File: config.mk
export PLATFORM = sky130hd
export DESIGN_NAME = sys_control_multi
export DESIGN_NICKNAME = d
export VERILOG_FILES = /design/src/rtl/sys_control_multi.sv
export SDC_FILE = /design/constraint.sdc
export NUM_CORES = 1
export LEC_CHECK = 0
export CAP_MARGIN = 0
export CORE_MARGIN = 5
export CORE_UTILIZATION = 48
export CTS_BUF_LIST = sky130_fd_sc_hd__clkbuf_16
export DETAILED_ROUTE_END_ITERATION = 8
export PLACE_DENSITY = 0.79
export SLEW_MARGIN = 0
export SYNTH_ARGS = -nofsm -noshare
export SYNTH_HDL_FRONTEND = slang
export SYNTH_SLANG_ARGS = --single-unit
File: constraint.sdc
create_clock -name Clock -period 3.1 [get_ports Clock]
set_input_delay 0.465 -clock Clock [delete_from_list [all_inputs] [get_ports Clock]]
set_output_delay 0.465 -clock Clock [all_outputs]
set_load 0.005 [all_outputs]
File: src/rtl/sys_control_multi.sv
// sys_control_multi: per-timestep sequencer (mapping, queue routing, NUM_UNITS-wide update, internal routing, BT advance).
// Optional watchdog + ERROR state under `SYSCTRL_WATCHDOG_EN`; every output is registered.
module sys_control_multi #(
  parameter int BT_WIDTH       = 36,
  parameter int DELTAT_WIDTH   = 4,
  parameter int NUM_UNITS      = 4,
  parameter int TIMEOUT_CYCLES = 4096
) (
  input  logic                    Clock,
  input  logic                    Reset,
  input  logic                    Initialize,
  input  logic                    Run,
  input  logic [DELTAT_WIDTH-1:0] DeltaT,
  input  logic                    IsInputQueueEmpty,
  input  logic [BT_WIDTH-1:0]     InputBT_Head,
  input  logic                    IsAuxQueueEmpty,
  input  logic [BT_WIDTH-1:0]     AuxBT_Head,
  output logic                    InputDequeue,
  output logic                    AuxDequeue,
  output logic                    InputRouteInputSelect,
  output logic                    InputRouteEnable,
  input  logic                    InputRoutingComplete,
  output logic                    MapNeurons,
  input  logic [NUM_UNITS-1:0]    MappingComplete,
  output logic [NUM_UNITS-1:0]    UpdateEnable,
  input  logic [NUM_UNITS-1:0]    UpdateComplete,
  output logic                    InternalRouteEnable,
  input  logic                    InternalRoutingComplete,
  output logic [BT_WIDTH-1:0]     Current_BT,
  output logic                    InitializationComplete,
  output logic                    Timeout
);

  typedef enum logic [3:0] {
    IDLE, INIT, READY, SELECT, ROUTE, UPDATE, INTERNAL, ADVANCE
`ifdef SYSCTRL_WATCHDOG_EN
    , ERROR
`endif
  } state_t;

  state_t state, nextState;

  logic [NUM_UNITS-1:0] mapDone, mapDoneD;
  logic [NUM_UNITS-1:0] updDone, updDoneD;
  logic [NUM_UNITS-1:0] updEnD;
  logic [BT_WIDTH-1:0]  btD;
  logic inDeqD, auxDeqD, selD, routeEnD, mapD, intEnD, initDoneD;
  logic auxReady, inReady;

  assign auxReady = !IsAuxQueueEmpty && (AuxBT_Head <= Current_BT);
  assign inReady  = !IsInputQueueEmpty && (InputBT_Head <= Current_BT);

`ifdef SYSCTRL_WATCHDOG_EN
  logic [31:0] wdCnt;
  logic        wdActive;
  logic        timeoutD;
  assign wdActive = (state == INIT) || (state == ROUTE) || (state == UPDATE) || (state == INTERNAL);
`else
  logic unusedTimeoutCfg;
  assign unusedTimeoutCfg = ^TIMEOUT_CYCLES;
  assign Timeout = 1'b0;
`endif

  always_ff @(posedge Clock or negedge Reset) begin
    if (!Reset) begin
      state                  <= IDLE;
      mapDone                <= '0;
      updDone                <= '0;
      InputDequeue           <= 1'b0;
      AuxDequeue             <= 1'b0;
      InputRouteInputSelect  <= 1'b0;
      InputRouteEnable       <= 1'b0;
      MapNeurons             <= 1'b0;
      UpdateEnable           <= '0;
      InternalRouteEnable    <= 1'b0;
      Current_BT             <= '0;
      InitializationComplete <= 1'b0;
    end else begin
      state                  <= nextState;
      mapDone                <= mapDoneD;
      updDone                <= updDoneD;
      InputDequeue           <= inDeqD;
      AuxDequeue             <= auxDeqD;
      InputRouteInputSelect  <= selD;
      InputRouteEnable       <= routeEnD;
      MapNeurons             <= mapD;
      UpdateEnable           <= updEnD;
      InternalRouteEnable    <= intEnD;
      Current_BT             <= btD;
      InitializationComplete <= initDoneD;
    end
  end

`ifdef SYSCTRL_WATCHDOG_EN
  always_ff @(posedge Clock or negedge Reset) begin
    if (!Reset) begin
      wdCnt   <= '0;
      Timeout <= 1'b0;
    end else begin
      wdCnt   <= (nextState != state || !wdActive) ? '0 : wdCnt + 32'd1;
      Timeout <= timeoutD;
    end
  end
`endif

  always_comb begin
    nextState = state;
    case (state)
      IDLE:     if (Initialize) nextState = INIT;
      INIT:     if (&(mapDone | MappingComplete)) nextState = READY;
      READY:    if (Run) nextState = SELECT;
      SELECT:   nextState = (auxReady || inReady) ? ROUTE : UPDATE;
      ROUTE:    if (InputRoutingComplete) nextState = SELECT;
      UPDATE:   if (&(updDone | UpdateComplete)) nextState = INTERNAL;
      INTERNAL: if (InternalRoutingComplete) nextState = ADVANCE;
      ADVANCE:  nextState = (!Run && IsInputQueueEmpty && IsAuxQueueEmpty) ? READY : SELECT;
      default:  nextState = state;
    endcase
`ifdef SYSCTRL_WATCHDOG_EN
    // A stuck handshake overrides whatever the wait state would have done.
    if (wdActive && wdCnt == 32'(TIMEOUT_CYCLES - 1)) nextState = ERROR;
`endif
  end

  // D-side of the output registers, derived from the state being entered.
  always_comb begin
    mapDoneD  = mapDone;
    updDoneD  = updDone;
    btD       = Current_BT;
    inDeqD    = 1'b0;
    auxDeqD   = 1'b0;
    selD      = InputRouteInputSelect;
    case (state)
      IDLE:    mapDoneD = '0;
      INIT:    mapDoneD = mapDone | MappingComplete;
      SELECT: begin
        auxDeqD  = auxReady;
        inDeqD   = !auxReady && inReady;
        selD     = auxReady;
        updDoneD = '0;
      end
      UPDATE:  updDoneD = updDone | UpdateComplete;
      ADVANCE: btD = Current_BT + BT_WIDTH'(DeltaT);
      default: ;
    endcase
    if (nextState != ROUTE) selD = 1'b0;
    initDoneD = InitializationComplete || (state == INIT && nextState == READY);
    mapD      = (nextState == INIT);
    routeEnD  = (nextState == ROUTE);
    intEnD    = (nextState == INTERNAL);
    updEnD    = (nextState == UPDATE) ? ~updDoneD : '0;
`ifdef SYSCTRL_WATCHDOG_EN
    timeoutD  = (nextState == ERROR);
`endif
  end

endmodule

Yosys cells after proc, flatten, opt, wreduce, memory -nomap -nowiden
Index checks and enable logic that the tools add are counted.
{ "totals": {"ff_bits": 59, "in_bits": 92, "out_inout_bits": 48, "elab_cells": 64} }
{ "classes": {"add_sub_neg": 1, "order_cmp": 2, "n_eq_ne": 13, "n_mux": 16, "bitwise_logic": 3, "reduce_logical": 17} }
{ "ops": {"columns": ["cell", "n"], "rows": [
  ["$le 36x36->1", 2],
  ["$add 36x4->36", 1],
  ["$pmux 4 s8", 1],
  ["$eq 4x3->1 const B", 7],
  ["$mux 4", 7],
  ["$pmux 4 s2", 2],
  ["$eq 4x2->1 const B", 3],
  ["$eq 4x1->1 const B", 2],
  ["$or 4x4->4", 2],
  ["$reduce_and 4->1", 2],
  ["$logic_and 1x1->1", 6],
  ["$mux 1", 6],
  ["$logic_not 1->1", 4],
  ["$logic_not 4->1", 1],
  ["$ne 4x3->1 const B", 1],
  ["$not 4->4", 1],
  ["$reduce_bool 2->1", 2],
  ["$logic_or 1x1->1", 2]
]} }

Longest topological paths before layout
{ "depth": {"ltp_word": 8, "depth_mapped": 10, "ltp_nobuf": 10} }

Least setup slack after synthesis
Ideal clock, no wire load.
{ "synth_path": {"path_kind": "reg-to-reg", "startpoint": "register Current_BT[26]", "endpoint": "register InputRouteEnable", "setup_ps": 118, "arrival_ps": 2165, "required_time_ps": 2982, "path_slack_ps": 817, "stages_incl_launch_ff": 10, "path_buffers": 0, "synth_period_minus_slack_ps": 2283, "cell_sequence": "dfrtp_1 inv_1 ha_1 and4_1 nor4bb_1 nand3_1 o21ai_0 a211oi_1 or3_1 nor2b_1"} }
{ "synth_via": {"elab_chain_cells": 6, "word_cells_on_any_way": 8, "cone_classes": "2 x order compare; 1 x eq/ne; 2 x mux; 3 x reduce/logical"} }
{ "synth_rtl": {"columns": ["element", "line", "rtl"], "rows": [
  ["from (decl)", "29", "output logic [BT_WIDTH-1:0] Current_BT,"],
  ["from (signal assigned)", "89", "Current_BT <= btD;"],
  ["$le 36x36->1 (on tied branches)", "50, 51", null],
  ["$logic_and 1x1->1 (on tied branches)", "50, 51", null],
  ["$logic_or 1x1->1 (*)", "112", "SELECT: nextState = (auxReady || inReady) ? ROUTE : UPDATE;"],
  ["$mux 1 (*)", "112", null],
  ["$pmux 4 s8 (*)", "108", "case (state)"],
  ["$eq 4x3->1 (*)", "149", "routeEnD = (nextState == ROUTE);"],
  ["via routeEnD", "47", "logic inDeqD, auxDeqD, selD, routeEnD, mapD, intEnD, initDoneD;"],
  ["to (signal assigned)", "85", "InputRouteEnable <= routeEnD;"],
  ["to (decl)", "21", "output logic InputRouteEnable,"]
]} }
The timed path passes the listed nets; every way through them passes the cells marked *.
A chain may end at the register's enable or synchronous reset.

Worst setup path after layout
{ "layout_path": {"startpoint": "register state[3]", "endpoint": "register Current_BT[31]"} }
{ "layout_via": {"elab_chain_cells": 1} }
{ "layout_rtl": {"columns": ["element", "line", "rtl"], "rows": [
  ["from (decl)", "41", "state_t state, nextState;"],
  ["from (signal assigned)", "79", "state <= nextState;"],
  ["$eq 4x3->1", "133", "case (state)"]
]} }
No other way between the ends.

==> results.cfg <==
[clocking]
clkTransAtPathRegs_ns = 0.06
cts_buffers = 9
numClockSinks = 59
ctsHtreeMaxLevel = 3
cts_tree = yes
worstSkewPairLatency_ns = 0.33
ctsRootBufferMaster = clkbuf_16
cts_hold_buf = 0
cts-resized-gates = 0
post-cts-setup-buffers = 0
clk_path_buf_depth = 2

[synthesis]
synth.area.mux_share_pct = 0.590
async_flop_share_pct = 100
yosys.area_share.simple_pct = 19.4
synth_ff_type = dfrtp_1
synth-edff-count = 0
netlist_area_sq_um = 4450
ys_seq_area_share_pct = 33.2
synth_compound_area_share_pct = 13.2
synthesis.area_per_instance_sq_um = 9.14
synth_nets = 656
syn_inst = 487
ys_types = 50
ys_ff_latch = 59
synth-xor-area-share_pct = 6.69
synth_top_family_by_area = adder cells
synth-adder-area-share_pct = 21.8
ys_warn_count = 0

[drt]
drt-met1-wl_mm = 5.48
ant_nets = 0
firstDrtPassIters = 5
wl_per_cell_um = 17.3
top_layer = met4
num_vias = 4227
vias_per_cell = 5.61
routed-wl-met3_um = 763
finalWirelength_mm = 13.0
drc = 0
drt_iter0_drc = 187
wl_met2_mm = 6.38

[worst_setup_path]
worstSetupPathType = register to register
path_cells = and4b_4 > nand4_4 > or3_1 > nor3_2 > nand2b_1 > nor3_1 > xnor2_1
r2r-start = state[3]
cp_max_fo = 11
cp.arrival_ns = 2.93
cpPeakStageDelay_ns = 0.49
r2r_end = Current_BT[31]
endpoint_kind = register
ff2ff_setup_slack_ns = 0.41
required_ns = 3.34
reg2reg_depth = 7
cp_slowest_cell = dfrtp_1
critPathLaunchType = register

[power_and_ir_drop]
ir_worst_vdd_mv = 0.395
power_density_nw_per_um2 = 605
switching_share_pct = 36.6
switching_power_w = 0.00139
seqPwrFrac_pct = 30.5
power_frac_comb_pct = 44.1
leakage_nw = 2.77
p_int_w = 0.00240
power_frac_clock_pct = 25.4

[status]
status = finished clean

[placement]
numPortBuffers = 138
placed_area_sq_um = 5990
gp_congestion = 0.882
post-dp-hpwl_mm = 10.6

[die]
num_rows = 35
die_x_um = 106
core-area_sq_um = 9150
die_h_um = 106
io_pins = 140
dieArea_sq_um = 11300
start_util_pct = 48.7

[global_route]
overflow = 0
grt_pass1_vias = 4417
grt_first_pass_wirelength_mm = 21.4
grt_usage_pct = 23.6
antenna_found_initial = 0
grt_max_degree = 46

[flow_run]
drv_cap = 0

[timing]
clock_skew_ns = 0.00737
period_share_pct = 86.9
max_freq_ghz = 0.371
layout_min_cycle_time_ns = 2.69
fin_setup_tns_ns = 0
hold_viol_final = 0
rsz0062_at_grt = no
setup_violations = 0
drv_slew = 0
max_slew_margin_pct = 30.4
worstMarginPinSlew_ns = 1.04

[layout]
final_common_cell = clkdlybuf4s50_1
antenna_cells = 0
layout_common_cells = 137 x clkdlybuf4s50_1, 76 x ha_1, 59 x dfrtp_1
stdcell_area_sq_um = 6270
finalNetCount = 806
fill_cells = 739
synthToLayoutAreaGrowth_pct = 40.8
drive_above_1_share_pct = 5.92

[min_path]
min_path_type = primary input to asynchronous set/reset pin
==> kinds of logic (layout without fill, tap and decap cells) <==
kind of cell	Yosys count	count (layout)
muxes	1	1
AOI/OAI and AO/OA	100	100
other	1	1
adders and majority gates	77	77
DFF	59	59
xor gates and xnor gates	34	34
and+or+nand+nor	161	161
buffers and inverters	54	209
==> flip-flops by register name, indices dropped and copies added (netlist names) <==
register,cells
Current_BT,36
UpdateEnable,4
mapDone,4
state,4
updDone,4
AuxDequeue,1
InitializationComplete,1
InputDequeue,1
InputRouteEnable,1
InputRouteInputSelect,1
InternalRouteEnable,1
MapNeurons,1
==> layout make-up <==
type                       instances  area, sq um  area share, %
clock inverter                     7         60.1          0.958
multi-input combinational        374         2750           43.9
timing repair buffer             148         1450           23.1
inverter                          45          169           2.69
tap                              111          139           2.21
clock buffer                       9          225           3.59
sequential                        59         1480           23.5
==> cell usage after synthesis (all sizes together) (2+ instances only) <==
library cell | count | area [sq um]
o211ai | 2 | 15.0
and4 | 6 | 52.6
o22ai | 6 | 37.5
xnor2 | 34 | 298
a221oi | 3 | 26.3
o21a | 2 | 15.0
or3 | 5 | 36.3
nand3 | 12 | 60.1
nor2b | 2 | 12.5
clkbuf | 4 | 15.0
nor2 | 31 | 119
or4 | 3 | 22.5
inv | 45 | 169
a2111oi | 3 | 26.3
nor4 | 5 | 52.6
dfrtp | 59 | 1480
a31oi | 2 | 12.5
nand4b | 2 | 17.5
buf | 5 | 42.5
a211oi | 6 | 45.0
and3 | 4 | 25.0
ha | 76 | 951
o21ai | 24 | 120
nor3 | 18 | 105
a21o | 6 | 45.0
nand4 | 12 | 96.3
nand2 | 53 | 199
a21oi | 42 | 210
nand2b | 3 | 18.8
==> critical path: cells and delay by family, from the launching register on <==
kind	cells	cell delay, ns
simple gates	6	1.95
flops	1	0.49
xor+xnor	1	0.16
==> power by group through the flow <==
stage,logic [W],clock network [W],registers [W]
floorplan,0.000959,0,0.00113
global placement,0.00159,0,0.00116
detailed placement,0.00165,0,0.00116
CTS,0.00167,0.000965,0.00116
global route,0.00187,0.00100,0.00119
finish,0.00167,0.000962,0.00116
==> through the flow <==
| step | util (%) | hold slack, ns | setup slack (ns) | total power [W] | std cells |
|---|---|---|---|---|---|
| global placement | 65.4 | 0.460 | 0.185 | 0.00275 | 737 |
| global route | 68.5 | 0.422 | 0.203 | 0.00407 | 753 |
| CTS | 68.5 | 0.356 | 0.415 | 0.00379 | 753 |
| detailed placement | 65.4 | 0.472 | 0.111 | 0.00282 | 737 |
| finish | 68.5 | 0.321 | 0.406 | 0.00379 | 753 |
| floorplan | - | 0.169 | 0.817 | 0.00209 | 487 |
==> layer usage <==
metal | GRT usage (%) | vias up
met5 | 0 | -
met4 | 8.97 | 0
met3 | 4.80 | 25
met2 | 40.3 | 148
met1 | 29.2 | 2019
li1 | - | 2035
==> worst max-delay path by stage <==
stage / startpoint / end / slack [ns] / cells past startpoint
floorplan: Current_BT[26] / InputRouteEnable / 0.82 / 9
global placement: AuxBT_Head[19] / InputRouteEnable / 0.18 / 10
detailed placement: AuxBT_Head[17] / InputRouteEnable / 0.11 / 10
CTS: state[3] / Current_BT[31] / 0.41 / 7
global route: Current_BT[19] / InputRouteEnable / 0.20 / 10
finish: state[3] / Current_BT[31] / 0.41 / 7
(Power assumes the default switching activity.)
